`config.mk`:
```
export PLATFORM = sky130hd
export DESIGN_NAME = pwm_capture_flat
export DESIGN_NICKNAME = d
export VERILOG_FILES = /design/src/rtl/pwm_capture_pkg.sv /design/src/rtl/pwm_capture_if.sv /design/src/rtl/pwm_sync_edge.sv /design/src/rtl/pwm_capture.sv /design/src/flat_wrapper.sv
export SDC_FILE = /design/constraint.sdc
export NUM_CORES = 1
export LEC_CHECK = 0
export CAP_MARGIN = 20
export CORE_ASPECT_RATIO = 0.9
export CORE_MARGIN = 1.5
export CORE_UTILIZATION = 35
export DETAILED_ROUTE_END_ITERATION = 12
export PLACE_DENSITY = 0.62
export SLEW_MARGIN = 10
export SYNTH_ARGS = -nofsm -noshare
export SYNTH_HDL_FRONTEND = slang
export SYNTH_HIERARCHICAL = 1
export SYNTH_SLANG_ARGS = --single-unit
export TNS_END_PERCENT = 100
```
`constraint.sdc`:
```
create_clock -name clk -period 4.2 [get_ports clk]
set_input_delay 0.84 -clock clk [delete_from_list [all_inputs] [get_ports clk]]
set_output_delay 0.84 -clock clk [all_outputs]
set_load 0.1 [all_outputs]
```
`src/rtl/pwm_capture_pkg.sv`:
```
// Shared definitions for the PWM capture block: FSM states and the 10-bit duty
// format that the PWM generator also uses.
package pwm_capture_pkg;

  typedef enum logic [1:0] {
    ST_IDLE = 2'd0,
    ST_HIGH = 2'd1,
    ST_LOW  = 2'd2
  } cap_state_e;

  localparam int unsigned DUTY_BITS       = 10;
  localparam int unsigned DUTY_FRAC_BITS  = 2;
  localparam int unsigned DUTY_WHOLE_BITS = DUTY_BITS - DUTY_FRAC_BITS;
  localparam logic [DUTY_BITS-1:0] DUTY_MAX = 10'h3FC;

  // Fractional bits stay zero: single-rate capture cannot see half-cycles.
  function automatic logic [DUTY_BITS-1:0] duty_format(
    input logic                       sat,
    input logic [DUTY_WHOLE_BITS-1:0] whole
  );
    if (sat) return DUTY_MAX;
    return {whole, {DUTY_FRAC_BITS{1'b0}}};
  endfunction

endpackage

```
`src/rtl/pwm_capture_if.sv`:
```
// Measurement result bundle produced by pwm_capture.
interface pwm_capture_if #(
  parameter int unsigned CNT_BITS = 16
);
  import pwm_capture_pkg::*;

  logic [CNT_BITS-1:0]  high_count;
  logic [CNT_BITS:0]    period_count;
  logic [DUTY_BITS-1:0] duty_cycle;
  logic                 period_match;
  logic                 valid;
  logic                 stuck;
  logic                 stuck_level;

  modport master (
    output high_count, period_count, duty_cycle, period_match,
           valid, stuck, stuck_level
  );

  modport slave (
    input high_count, period_count, duty_cycle, period_match,
          valid, stuck, stuck_level
  );

endinterface

```
`src/rtl/pwm_sync_edge.sv`:
```
// Two-flop synchronizer for an asynchronous pin followed by edge detection.
module pwm_sync_edge (
  input  logic clk,
  input  logic rst,
  input  logic pin,
  output logic level,
  output logic rise,
  output logic fall
);

  logic meta;
  logic sync;
  logic prev;

  always_ff @(posedge clk) begin
    if (rst) begin
      meta <= 1'b0;
      sync <= 1'b0;
      prev <= 1'b0;
    end else begin
      meta <= pin;
      sync <= meta;
      prev <= sync;
    end
  end

  assign level = sync;
  assign rise  = sync & ~prev;
  assign fall  = ~sync & prev;

endmodule

```
`src/rtl/pwm_capture.sv`:
```
// Measures high time and period of an external PWM pin in clk cycles and
// flags a pin that stops toggling.
module pwm_capture
  import pwm_capture_pkg::*;
#(
  parameter int unsigned CNT_BITS    = 16,
  parameter int unsigned TIMEOUT     = 65535,
  parameter int unsigned PERIOD_LOG2 = 8
) (
  input  logic           clk,
  input  logic           rst,
  input  logic           pwm_in,
  pwm_capture_if.master  cap
);

  localparam logic [CNT_BITS-1:0] TIMEOUT_CNT = CNT_BITS'(TIMEOUT);
  localparam logic [CNT_BITS-1:0] DUTY_SAT_LIM = CNT_BITS'(255);
  localparam logic [CNT_BITS:0]   PERIOD_NOM  = (CNT_BITS+1)'(1) << PERIOD_LOG2;

  logic level;
  logic rise;
  logic fall;

  pwm_sync_edge u_sync (
    .clk   (clk),
    .rst   (rst),
    .pin   (pwm_in),
    .level (level),
    .rise  (rise),
    .fall  (fall)
  );

  cap_state_e          state;
  cap_state_e          state_next;
  logic [CNT_BITS-1:0] hcnt;
  logic [CNT_BITS-1:0] hcnt_next;
  logic [CNT_BITS-1:0] lcnt;
  logic [CNT_BITS-1:0] lcnt_next;
  logic                capture;
  logic                timeout;
  logic                stuck_clear;
  logic [CNT_BITS:0]   period_sum;

  assign period_sum = {1'b0, hcnt} + {1'b0, lcnt};

  // An edge wins over a coincident timeout, so edges are tested first.
  always_comb begin
    state_next  = state;
    hcnt_next   = hcnt;
    lcnt_next   = lcnt;
    capture     = 1'b0;
    timeout     = 1'b0;
    stuck_clear = 1'b0;
    unique case (state)
      ST_IDLE: begin
        if (rise) begin
          hcnt_next   = CNT_BITS'(1);
          state_next  = ST_HIGH;
          stuck_clear = 1'b1;
        end
      end
      ST_HIGH: begin
        if (fall) begin
          lcnt_next  = CNT_BITS'(1);
          state_next = ST_LOW;
        end else if (hcnt == TIMEOUT_CNT) begin
          state_next = ST_IDLE;
          timeout    = 1'b1;
        end else begin
          hcnt_next = hcnt + CNT_BITS'(1);
        end
      end
      ST_LOW: begin
        if (rise) begin
          capture    = 1'b1;
          hcnt_next  = CNT_BITS'(1);
          state_next = ST_HIGH;
        end else if (lcnt == TIMEOUT_CNT) begin
          state_next = ST_IDLE;
          timeout    = 1'b1;
        end else begin
          lcnt_next = lcnt + CNT_BITS'(1);
        end
      end
      default: state_next = ST_IDLE;
    endcase
  end

  always_ff @(posedge clk) begin
    if (rst) begin
      state            <= ST_IDLE;
      hcnt             <= '0;
      lcnt             <= '0;
      cap.high_count   <= '0;
      cap.period_count <= '0;
      cap.duty_cycle   <= '0;
      cap.period_match <= 1'b0;
      cap.valid        <= 1'b0;
      cap.stuck        <= 1'b0;
      cap.stuck_level  <= 1'b0;
    end else begin
      state     <= state_next;
      hcnt      <= hcnt_next;
      lcnt      <= lcnt_next;
      cap.valid <= capture;
      if (capture) begin
        cap.high_count   <= hcnt;
        cap.period_count <= period_sum;
        cap.duty_cycle   <= duty_format(hcnt > DUTY_SAT_LIM, hcnt[DUTY_WHOLE_BITS-1:0]);
        cap.period_match <= (period_sum == PERIOD_NOM);
      end
      // No edge since entering HIGH/LOW, so the synced level is that state's level.
      if (timeout) begin
        cap.stuck       <= 1'b1;
        cap.stuck_level <= level;
      end else if (stuck_clear) begin
        cap.stuck <= 1'b0;
      end
    end
  end

endmodule
```
`src/flat_wrapper.sv`:
```
// flat-port wrapper written by rule: the top's interface ports become plain ports
module pwm_capture_flat import pwm_capture_pkg::*;
#(
  parameter int unsigned CNT_BITS    = 16,
  parameter int unsigned TIMEOUT     = 65535,
  parameter int unsigned PERIOD_LOG2 = 8
)
  (clk, rst, pwm_in, cap_high_count, cap_period_count, cap_duty_cycle, cap_period_match, cap_valid, cap_stuck, cap_stuck_level);
  pwm_capture_if #(.CNT_BITS(CNT_BITS)) cap_i ();
  input  logic clk;
  input  logic rst;
  input  logic pwm_in;
  output wire logic [$bits(cap_i.high_count)-1:0] cap_high_count;
  output wire logic [$bits(cap_i.period_count)-1:0] cap_period_count;
  output wire logic [$bits(cap_i.duty_cycle)-1:0] cap_duty_cycle;
  output wire logic [$bits(cap_i.period_match)-1:0] cap_period_match;
  output wire logic [$bits(cap_i.valid)-1:0] cap_valid;
  output wire logic [$bits(cap_i.stuck)-1:0] cap_stuck;
  output wire logic [$bits(cap_i.stuck_level)-1:0] cap_stuck_level;
  assign cap_high_count = cap_i.high_count;
  assign cap_period_count = cap_i.period_count;
  assign cap_duty_cycle = cap_i.duty_cycle;
  assign cap_period_match = cap_i.period_match;
  assign cap_valid = cap_i.valid;
  assign cap_stuck = cap_i.stuck;
  assign cap_stuck_level = cap_i.stuck_level;
  pwm_capture #(.CNT_BITS(CNT_BITS), .TIMEOUT(TIMEOUT), .PERIOD_LOG2(PERIOD_LOG2)) u_core (.clk(clk), .rst(rst), .pwm_in(pwm_in), .cap(cap_i));
endmodule
```
==> qor.txt, run 1 <==
CTS H-tree depth: 3
DRT antenna net count: 0
HP Start: u_core/u_sync/meta$_SDFF_PP0_
Post-synth EDFFs: 0
Worst reg-to-reg setup slack: 1.47 ns
Die height: 109.2 µm
Worst Path Arrival: 3.01 ns
Worst path cell trace: ha_1 -> fa_1 -> a211oi_2 -> nor4_1 -> or3_1 -> a211oi_1 -> o221a_1 -> nand4_1 -> nand2_1
Met3 WL: 580 µm
CTS Root Cell: clkbuf_16
CP Data Required Time: 4.48 ns
Top cells by area, synth: dfxtp_1 37%, nor2_1 6.8%, nand2_1 6.3%
Length of routed met2 wiring: 4752 µm
Gr ovfl total: 0
Worst slew pin tran: 0.9905 ns
Post-CTS sizing: 0
Starting Density: 0.3616
Vias in the first global route: 3529
Top-area cell type share of the netlist area: 0.3744
Initial antenna violation count: 0
Via count: 3863
Mapped cell area: 4384 µm²
Synth Area in XOR/XNOR: 0.06393
Worst min-delay path endpoint: u_core/u_sync/level$_SDFF_PP0_
Largest area contributor in the netlist: dfxtp_1
I/O pin total: 50
Hold Crit Class: reg2reg
CP max FO: 7
Setup_tns: 0 ns
Synth warn: 6
Global-route wire length before repair: 18260 µm
Slew headroom: 0.3376
Worst r2r path cells: 9
Number of filler cells placed in the layout: 1234
Highest Signal Layer: met4
TritonRoute pass-1 iters: 4
Final WL: 11030 µm
Final Skew: 0.006866 ns
Period utilisation layout: 0.6497
Cts hold-fix bufs: 0
PwrDens: 316.2 nW/µm²
Core Rows: 38
Port bufs: 47
Main combinational cell family by area after synthesis: simple AND/OR/NAND/NOR gates
Wl on met1: 5581 µm
CTS buffer count: 9
Yosys cell types: 64
Core Footprint: 12120 µm²
DRC: 0
Slew Limit Fails: 0
Worst stage delay on the critical path: 0.43 ns
Synth Register Bits: 82
Largest net degree at the start of global routing: 41
Status: finished clean
Routed WL per cell: 14.85 µm
Mux contribution to synthesized area: 0.01598
Post-Synth Simple-Gate Area: 0.2882
R2r startpoint: u_core/hcnt[0]$_SDFFE_PP0P_
Sink Count: 82
1st-iter DRT viols: 229
Setup Buffers After CTS: 0
Setup violators final: 0
Post-synth ARST share: 0
Mapped Cells: 544
Worst hold margin: 0.4428 ns
Share of layout cells above drive strength 1: 0.06003
Clock tree buffer depth: 2
Vias per cell: 5.199
Synth Area in Adders: 0.06735
Final nets: 604
CP startpoint kind: flip-flop
Cell Count, Final, Fillers Out: 743
Placed cells: 727
Skew-Pair Late Insertion Delay: 0.34 ns
CP endpoint kind: flip-flop
Compound-Gate Fraction of Synth Area: 0.1475
Critical path type: reg2reg
Commonest register cell after synthesis: dfxtp_1
P_leak: 1.858 nW
Die ar.: 13210 µm²
Slowest-stage cell, CP: fa_1
RSZ-0062 raised after global routing: no
Hold path depth: 1
Seq/Total Area, Yosys: 0.3744
Reg2reg end: u_core/cap.period_match$_SDFFE_PP0P_
Overall routing resource usage: 0.1758
Max_cap viols: 0
Synthesized area per cell: 8.059 µm²
Maximum VDD drop: 0.1771 mV
Post-route minimum period: 2.729 ns
Hold Violations, Final: 0
Post-DP HPWL: 8277 µm
Fmax: 366.4 MHz
CTS tree: built
Area grow syn2layout: 18.86%
Antenna Cells: 0
Final GP Congestion: 0.8748
Die width: 121.0 µm
Clock transition at the registers of the reported paths: 0.07 ns
## Yosys cell counts (all sizes together) (4+ instances only)
| master | number |
|---|---|
| a21oi | 39 |
| nand2b | 4 |
| a211oi | 8 |
| mux2i | 7 |
| nand3 | 22 |
| nand4 | 8 |
| nor3 | 27 |
| and3 | 7 |
| inv | 9 |
| nor4 | 13 |
| xnor2 | 20 |
| ha | 22 |
| nor2 | 79 |
| o31ai | 5 |
| o21ai | 16 |
| clkbuf | 17 |
| buf | 11 |
| or3 | 6 |
| or2 | 7 |
| nor2b | 11 |
| dfxtp | 82 |
| nand2 | 74 |
| xor2 | 12 |
## kinds of logic after synthesis
kind of cell	after synthesis
AOI/OAI and AO/OA	95
xor gates and xnor gates	32
adders and majority gates	23
buffers and inverters	37
DFF	82
muxes	7
other	1
and+or+nand+nor	267
## state kept, by name, indices dropped and copies added (netlist names)
register,flops
u_core/hcnt,16
u_core/cap.stuck_level,1
u_core/cap.stuck,1
u_core/u_sync/level,1
u_core/state,2
u_core/cap.duty_cycle,8
u_core/u_sync/meta,1
u_core/cap.valid,1
u_core/cap.period_match,1
u_core/cap.high_count,16
u_core/u_sync/prev,1
u_core/cap.period_count,17
u_core/lcnt,16
## power breakdown
| part | leakage, nW | switching [mW] | internal [mW] |
|---|---|---|---|
| Clock | 0.139 | 0.341 | 0.411 |
| Combinational | 1.06 | 0.0676 | 0.0309 |
| Sequential | 0.661 | 0.0123 | 0.785 |
## cells in the final DEF (no fill, tap or decap), drive strengths merged, types with 8 or more instances in the layout
cell           Yosys  layout
o21ai             16      16
dfxtp             82      82
nor4              13      13
nand2             74      74
nand3             22      22
a21oi             39      39
xor2              12      12
nor2              79      79
inv                9      13
clkbuf            17       9
nor2b             11      11
nor3              27      27
ha                22      22
a211oi             8       8
clkdlybuf4s50      0      46
xnor2             20      20
nand4              8       8
## layout make-up
cell class | instances | area (µm²) | share of cell area
clock inverters | 7 | 58.81 | 0.01128
flip-flops and latches | 82 | 1642 | 0.3150
inverters | 9 | 33.78 | 0.006483
repair buffers | 50 | 488.0 | 0.09364
well taps | 160 | 200.2 | 0.03842
clock buffers | 9 | 225.2 | 0.04322
multi-input cells | 426 | 2564 | 0.4920
## metrics by stage
| stage | utilization | power (mW) | instance area, µm² | worst slack [ns] |
|---|---|---|---|---|
| after global routing | 0.4298 | 1.713 | 5211 | 1.288 |
| after global placement | 0.4064 | 0.9084 | 4927 | 1.572 |
| final | 0.4298 | 1.648 | 5211 | 1.471 |
| after floorplan | - | 0.9057 | 4388 | 1.681 |
| after detailed placement | 0.4064 | 0.9121 | 4927 | 1.479 |
| after CTS | 0.4298 | 1.664 | 5211 | 1.463 |
## critical path, delay by kind of cell (launching register included)
family                     cells  cell delay (ns)
adders and majority gates      2             0.69
DFF                            1             0.38
and+or+nand+nor                4             0.70
AOI/OAI and AO/OA              3             0.91
## how the worst max path moves through the flow
stage / from / end / slack, ns / cells past startpoint
6_report: u_core/hcnt[0]$_SDFFE_PP0P_ / u_core/cap.period_match$_SDFFE_PP0P_ / 1.47 / 9
5_1_grt: u_core/hcnt[0]$_SDFFE_PP0P_ / u_core/cap.period_match$_SDFFE_PP0P_ / 1.29 / 9
4_1_cts: u_core/hcnt[0]$_SDFFE_PP0P_ / u_core/cap.period_match$_SDFFE_PP0P_ / 1.46 / 9
3_5_place_dp: u_core/hcnt[0]$_SDFFE_PP0P_ / u_core/cap.period_match$_SDFFE_PP0P_ / 1.48 / 9
3_3_place_gp: u_core/hcnt[0]$_SDFFE_PP0P_ / u_core/cap.period_match$_SDFFE_PP0P_ / 1.57 / 9
2_1_floorplan: u_core/hcnt[0]$_SDFFE_PP0P_ / u_core/cap.period_match$_SDFFE_PP0P_ / 1.68 / 9
## per-layer routing
metal	up-vias	GRT usage
li1	1966	-
met1	1789	0.2478
met2	98	0.2723
met3	10	0.03870
met4	0	0.04454
met5	-	0
(Power assumes the default switching activity.)
==> run 2, diff against run 1 <==
clock period = 2.85 ns   (was 4.2 ns; I/O delays follow)
==> qor.txt, run 2 (synthesized netlist as in run 1, its figures left out) <==
Status: finished clean
Core Footprint: 12120 µm² (unchanged)
Port bufs: 47 (unchanged)
Clock transition at the registers of the reported paths: 0.07 ns (about the same)
FF/Latch Area: 1642 µm² (unchanged)
Routed WL per cell: 14.72 µm (-0.89%)
Period utilisation layout: 0.9288 (+0.2790)
Global-route wire length before repair: 18350 µm (+0.45%)
Internal: 1.992 mW (+62%)
Placed cells: 735 (+1.1%)
Largest net degree at the start of global routing: 55 (+34%)
Length of routed met2 wiring: 4724 µm (-0.59%)
Gr ovfl total: 0 (unchanged)
Via count: 3887 (+0.62%)
DRC: 0 (unchanged)
Post-DP HPWL: 8186 µm (-1.1%)
Core Rows: 38 (unchanged)
Highest Signal Layer: met4
Worst path cell trace: ha_1 -> fa_2 -> a21oi_1 -> nor2_1 -> o32a_1 -> or4_4 -> a2111oi_4 -> nand4_1 -> nand2_1
Final WL: 11050 µm (+0.18%)
RSZ-0062 raised after global routing: no
CTS H-tree depth: 3 (unchanged)
Worst slew pin tran: 0.5781 ns (-0.4124 ns)
I/O pin total: 50 (unchanged)
Final nets: 612 (+1.3%)
Slew headroom: 0.6146 (+0.2770)
CP startpoint kind: flip-flop
Sink Count: 82 (unchanged)
Setup violators final: 0 (unchanged)
CP Data Required Time: 3.14 ns (-1.34 ns)
Clock Power Share: 0.492 (+0.036)
Setup Buffers After CTS: 0 (unchanged)
Worst stage delay on the critical path: 0.55 ns (+0.12 ns)
1st-iter DRT viols: 232 (+1.3%)
Switching share of power: 0.2362 (-0.01946)
CTS Root Cell: clkbuf_16
CP top delay family: simple AND/OR/NAND/NOR gates
CP max FO: 7 (unchanged)
Slowest-stage cell, CP: or4_4
Placed cell areas: 4887 µm² (-0.81%)
Starting Density: 0.3616 (unchanged)
Hold Violations, Final: 0 (unchanged)
Die height: 109.2 µm (unchanged)
Critical path type: reg2reg
CTS tree: built
CP endpoint kind: flip-flop
Commonest non-fill, non-tap cell in the layout: dfxtp_1
CTS buffer count: 9 (unchanged)
Hold Crit Class: reg2reg
P_leak: 2.018 nW (+8.6%)
Number of filler cells placed in the layout: 1230 (-0.32%)
Max_cap viols: 0 (unchanged)
Clock tree buffer depth: 2 (unchanged)
Vias per cell: 5.176 (-0.45%)
Largest Register: u_core/cap.period_count
Maximum VDD drop: 0.3185 mV (+80%)
Leading cell types in the layout, fill and taps excluded: 82 x dfxtp_1, 79 x nor2_1, 74 x nand2_1, 55 x buf_4, 38 x a21oi_1
TritonRoute pass-1 iters: 4 (unchanged)
Cell Count, Final, Fillers Out: 751 (+1.1%)
Worst Path Arrival: 2.93 ns (-0.08 ns)
Cts hold-fix bufs: 0 (unchanged)
Die ar.: 13210 µm² (unchanged)
PwrDens: 499.6 nW/µm² (+58%)
Area grow syn2layout: 19.09%
Fmax: 377.8 MHz (+3.1%)
Setup_tns: 0 ns (unchanged)
Share of layout cells above drive strength 1: 0.1506 (+0.09056)
Antenna Cells: 0 (unchanged)
Wl on met1: 5665 µm (+1.5%)
Skew-Pair Late Insertion Delay: 0.34 ns (about the same)
Post-route minimum period: 2.647 ns (-0.08187 ns)
Overall routing resource usage: 0.1766 (+0.0007554)
Final Skew: 0.009099 ns (+0.002233 ns)
Final Instance Area: 5221 µm² (+0.19%)
Initial antenna violation count: 0 (unchanged)
Comb power frac: 0.058 (-0.002)
DRT antenna net count: 0 (unchanged)
Area taken by multi-input logic gates: 2566 µm² (about the same)
Met3 WL: 588 µm (+1.4%)
Die width: 121.0 µm (unchanged)
Worst path buffer plus inverter count: 0 (unchanged)
Sw Pwr: 0.6162 mW (+46%)
Vias in the first global route: 3549 (+0.57%)
Sequential share of power: 0.450 (-0.034)
Slew Limit Fails: 0 (unchanged)
Final GP Congestion: 0.8887 (+1.6%)
Max reg flops: 17 (unchanged)
-- run 2: changes by cell type in the layout (fill, tap and decap cells not counted), sizes merged --
cell | before | now
buf | 4 | 57
bufinv | 0 | 2
clkdlybuf4s50 | 46 | 1
clkinv | 2 | 0
clkinvlp | 1 | 0
inv | 13 | 14
-- run 2: layer usage --
layer,global-route usage,up-vias
met2,0.2695,98
met4,0.03866,0
li1,-,1982
met3,0.04079,8
met1,0.2534,1799
met5,0,-
-- run 2: what timing repair did --
action                                  4_1_cts  5_1_grt
gates resized for setup                       0        1
endpoints found under the setup margin        0        1
hold endpoints to repair                      0        0
-- run 2: power groups by stage --
stage               clock [mW]  sequential, mW  combinational (mW)
floorplan                    0            1.19               0.140
global placement             0            1.20               0.146
detailed placement           0            1.20               0.148
CTS                       1.31            1.17               0.149
global route              1.37            1.18               0.168
finish                    1.28            1.17               0.150
-- run 2: final cells by class --
type / count / share of cell area
clock inverters: 7 / 0.02037
inverters: 9 / 0.006470
multi-input cells: 426 / 0.4915
well taps: 160 / 0.03834
clock buffers: 9 / 0.04313
flip-flops and latches: 82 / 0.3144
repair buffers: 58 / 0.08579
-- run 2: worst paths after layout --
path | slack, ns | endpoint | depth (start not counted) | start
max | 0.20 | u_core/cap.period_match$_SDFFE_PP0P_ | 9 | u_core/hcnt[0]$_SDFFE_PP0P_
min | 0.44 | u_core/u_sync/level$_SDFF_PP0_ | 1 | u_core/u_sync/meta$_SDFF_PP0_
max reg2reg | 0.20 | u_core/cap.period_match$_SDFFE_PP0P_ | 9 | u_core/hcnt[0]$_SDFFE_PP0P_
min reg2reg | 0.44 | u_core/u_sync/level$_SDFF_PP0_ | 1 | u_core/u_sync/meta$_SDFF_PP0_
-- run 2: per-stage QoR --
step | hold WS (ns) | power [mW] | util | setup WS [ns]
6_report | 0.4372 | 2.608 | 0.4307 | 0.2029
4_1_cts | 0.4399 | 2.637 | 0.4304 | 0.1464
3_3_place_gp | 0.4157 | 1.344 | 0.4031 | 0.2085
2_1_floorplan | 0.4138 | 1.335 | - | 0.3311
5_1_grt | 0.4708 | 2.715 | 0.4307 | 0.06007
3_5_place_dp | 0.4251 | 1.349 | 0.4031 | 0.1416
-- run 2: worst reg2reg max path, cell delays in order, from the launching register on --
cell and delay [ns]:
dfxtp_1 0.38, ha_1 0.27, fa_2 0.38, a21oi_1 0.17, nor2_1 0.09, o32a_1 0.36, or4_4 0.55, a2111oi_4 0.19
nand4_1 0.13, nand2_1 0.07
==> patch (settings of run 2) <==
The package constant `DUTY_FRAC_BITS` goes from 2 to 3.
--- a/src/rtl/pwm_capture_pkg.sv
+++ b/src/rtl/pwm_capture_pkg.sv
@@ -11,3 +11,3 @@
   localparam int unsigned DUTY_BITS       = 10;
-  localparam int unsigned DUTY_FRAC_BITS  = 2;
+  localparam int unsigned DUTY_FRAC_BITS  = 3;
   localparam int unsigned DUTY_WHOLE_BITS = DUTY_BITS - DUTY_FRAC_BITS;
Check against the original RTL: not equivalent (a bounded check fails within 10 cycles, from zero or initial values and one cycle with rst high).
==> patch against run 2 <==
Sequential cell count unchanged. Worst setup slack got worse by 15 ps. Design area decreased by 2.3%. Count of clock-buffer cells in the layout unchanged. Synthesized area decreased by 1.1%. Wire length decreased by 1.7%. Clock skew decreased by 2.0 ps. Power decreased by 5.8%. Fmax decreased by 0.55%. Critical path depth unchanged. Critical path type unchanged. Critical endpoint unchanged. Largest cell class unchanged.
==> patch: results (changes against run 2) <==
synth:
  synthDistinctLibCells: 63  # -1.6%
  ys_seq_area_frac: 0.379  # +0.00411
  yosys-top-cells-count: "dfxtp_1, nand2_1, nor2_1, a21oi_1, ha_1"
  synth-adder-area-share: 0.0681  # +0.000738
  synthTopCellsByArea: "dfxtp_1, nand2_1, ha_1"
  synth_compound_area_frac: 0.160  # +0.0123
  synth.area.mux_share: 0.0162  # +0.000175
  synth_xor_area_frac: 0.0646  # +0.000701
place:
  gp_congestion: 0.886  # -0.28%
  dp_slack_ps: 165  # +23.1 ps
  hpwl_um: 8110  # -0.94%
  place_area_um2: 4810  # -1.6%
clock_tree:
  cts.repair.resized: 0  # unchanged
  clk_latency_ps: 340  # about the same
status:
  status: "complete, no violations"
detailed_routing:
  dr.pass1.iters: 4  # unchanged
  wl_per_cell_um: 14.7  # +0.15%
  detail_route.iter0.violations: 248  # +6.9%
  routed-via-count: 3825  # -1.6%
final_layout:
  final_net_count: 598  # -2.3%
  drive_gt1_frac: 0.142  # -0.00848
timing:
  worstMarginPinSlew_ps: 692  # +113 ps
  slew_headroom: 0.536  # -0.0788
  skew_ps: 7.13  # -1.97 ps
  whs_ps: 439  # +1.48 ps
setup_path:
  critical_path_arrival_ps: 2950  # +20 ps
  crit_path_max_incr_delay_ps: 400  # -150 ps
  cpMaxStageDelayCell: "or3_1"
  path_max_fanout: 6  # -1
power_and_ir_drop:
  p_leak_nw: 1.96  # -3.1%
  irDropWorstVdd_mv: 0.320  # +0.48%
global_routing:
  grt_pass1_wl_um: 17800  # -2.9%
  grt_pass1_vias: 3548  # -0.028%
  track_usage: 0.173  # -0.00387
## patch: layout make-up
| cell class | instances | area, µm² | share of cell area |
|---|---|---|---|
| clock buffer | 9 | 225 | 0.0442 |
| timing repair buffer | 52 | 390 | 0.0765 |
| clock inverter | 7 | 66.3 | 0.0130 |
| multi-input combinational | 418 | 2540 | 0.499 |
| tap | 160 | 200 | 0.0392 |
| inverter | 9 | 33.8 | 0.00662 |
| sequential | 82 | 1640 | 0.322 |
## patch: report_power, final
group          internal, mW  total, mW  switching [mW]  leakage, nW
Combinational        0.0478      0.148           0.100         1.16
Sequential             1.16       1.17          0.0178        0.661
Clock                 0.615       1.14           0.522        0.138
Total                  1.82       2.46           0.640         1.96
## patch: through the flow
step | instances | total power, mW
4_1_cts | 737 | 2.48
2_1_floorplan | 534 | 1.32
6_report | 737 | 2.46
3_5_place_dp | 721 | 1.34
5_1_grt | 737 | 2.56
3_3_place_gp | 721 | 1.34
## patch: worst max-delay path: cells and delay by family (launching register included)
kind,cells,cell delay (ps)
AO/OA/AOI/OAI,3,930
AND/OR/NAND/NOR,4,680
adder cells (fa/ha/maj),2,640
flip-flops,1,370
## patch: logic make-up after synthesis
logic type,after synthesis
flops,82
mux,7
simple gates,250
buf+inv,34
xor+xnor,32
fa+ha+maj,23
other cells,1
compound gates,104
## patch: worst max-delay path by stage
stage | startpoint | to | slack [ps] | depth (start not counted)
after floorplan | u_core/hcnt[0] | u_core/cap.period_match | 340 | 9
after global placement | u_core/hcnt[0] | u_core/cap.period_match | 240 | 9
after detailed placement | u_core/hcnt[0] | u_core/cap.period_match | 160 | 9
after CTS | u_core/hcnt[0] | u_core/cap.period_match | 150 | 9
after global routing | u_core/hcnt[0] | u_core/cap.period_match | 80 | 9
final | u_core/hcnt[0] | u_core/cap.period_match | 190 | 9
## patch: per-layer routing
| layer | up-vias | share of wire | wire length, µm | GRT usage |
|---|---|---|---|---|
| li1 | 1959 | - | - | - |
| met1 | 1760 | 0.53 | 5710 | 0.242 |
| met2 | 92 | 0.42 | 4540 | 0.262 |
| met3 | 14 | 0.042 | 454 | 0.0406 |
| met4 | 0 | 0.015 | 166 | 0.0555 |
| met5 | - | 0 | 0 | 0 |
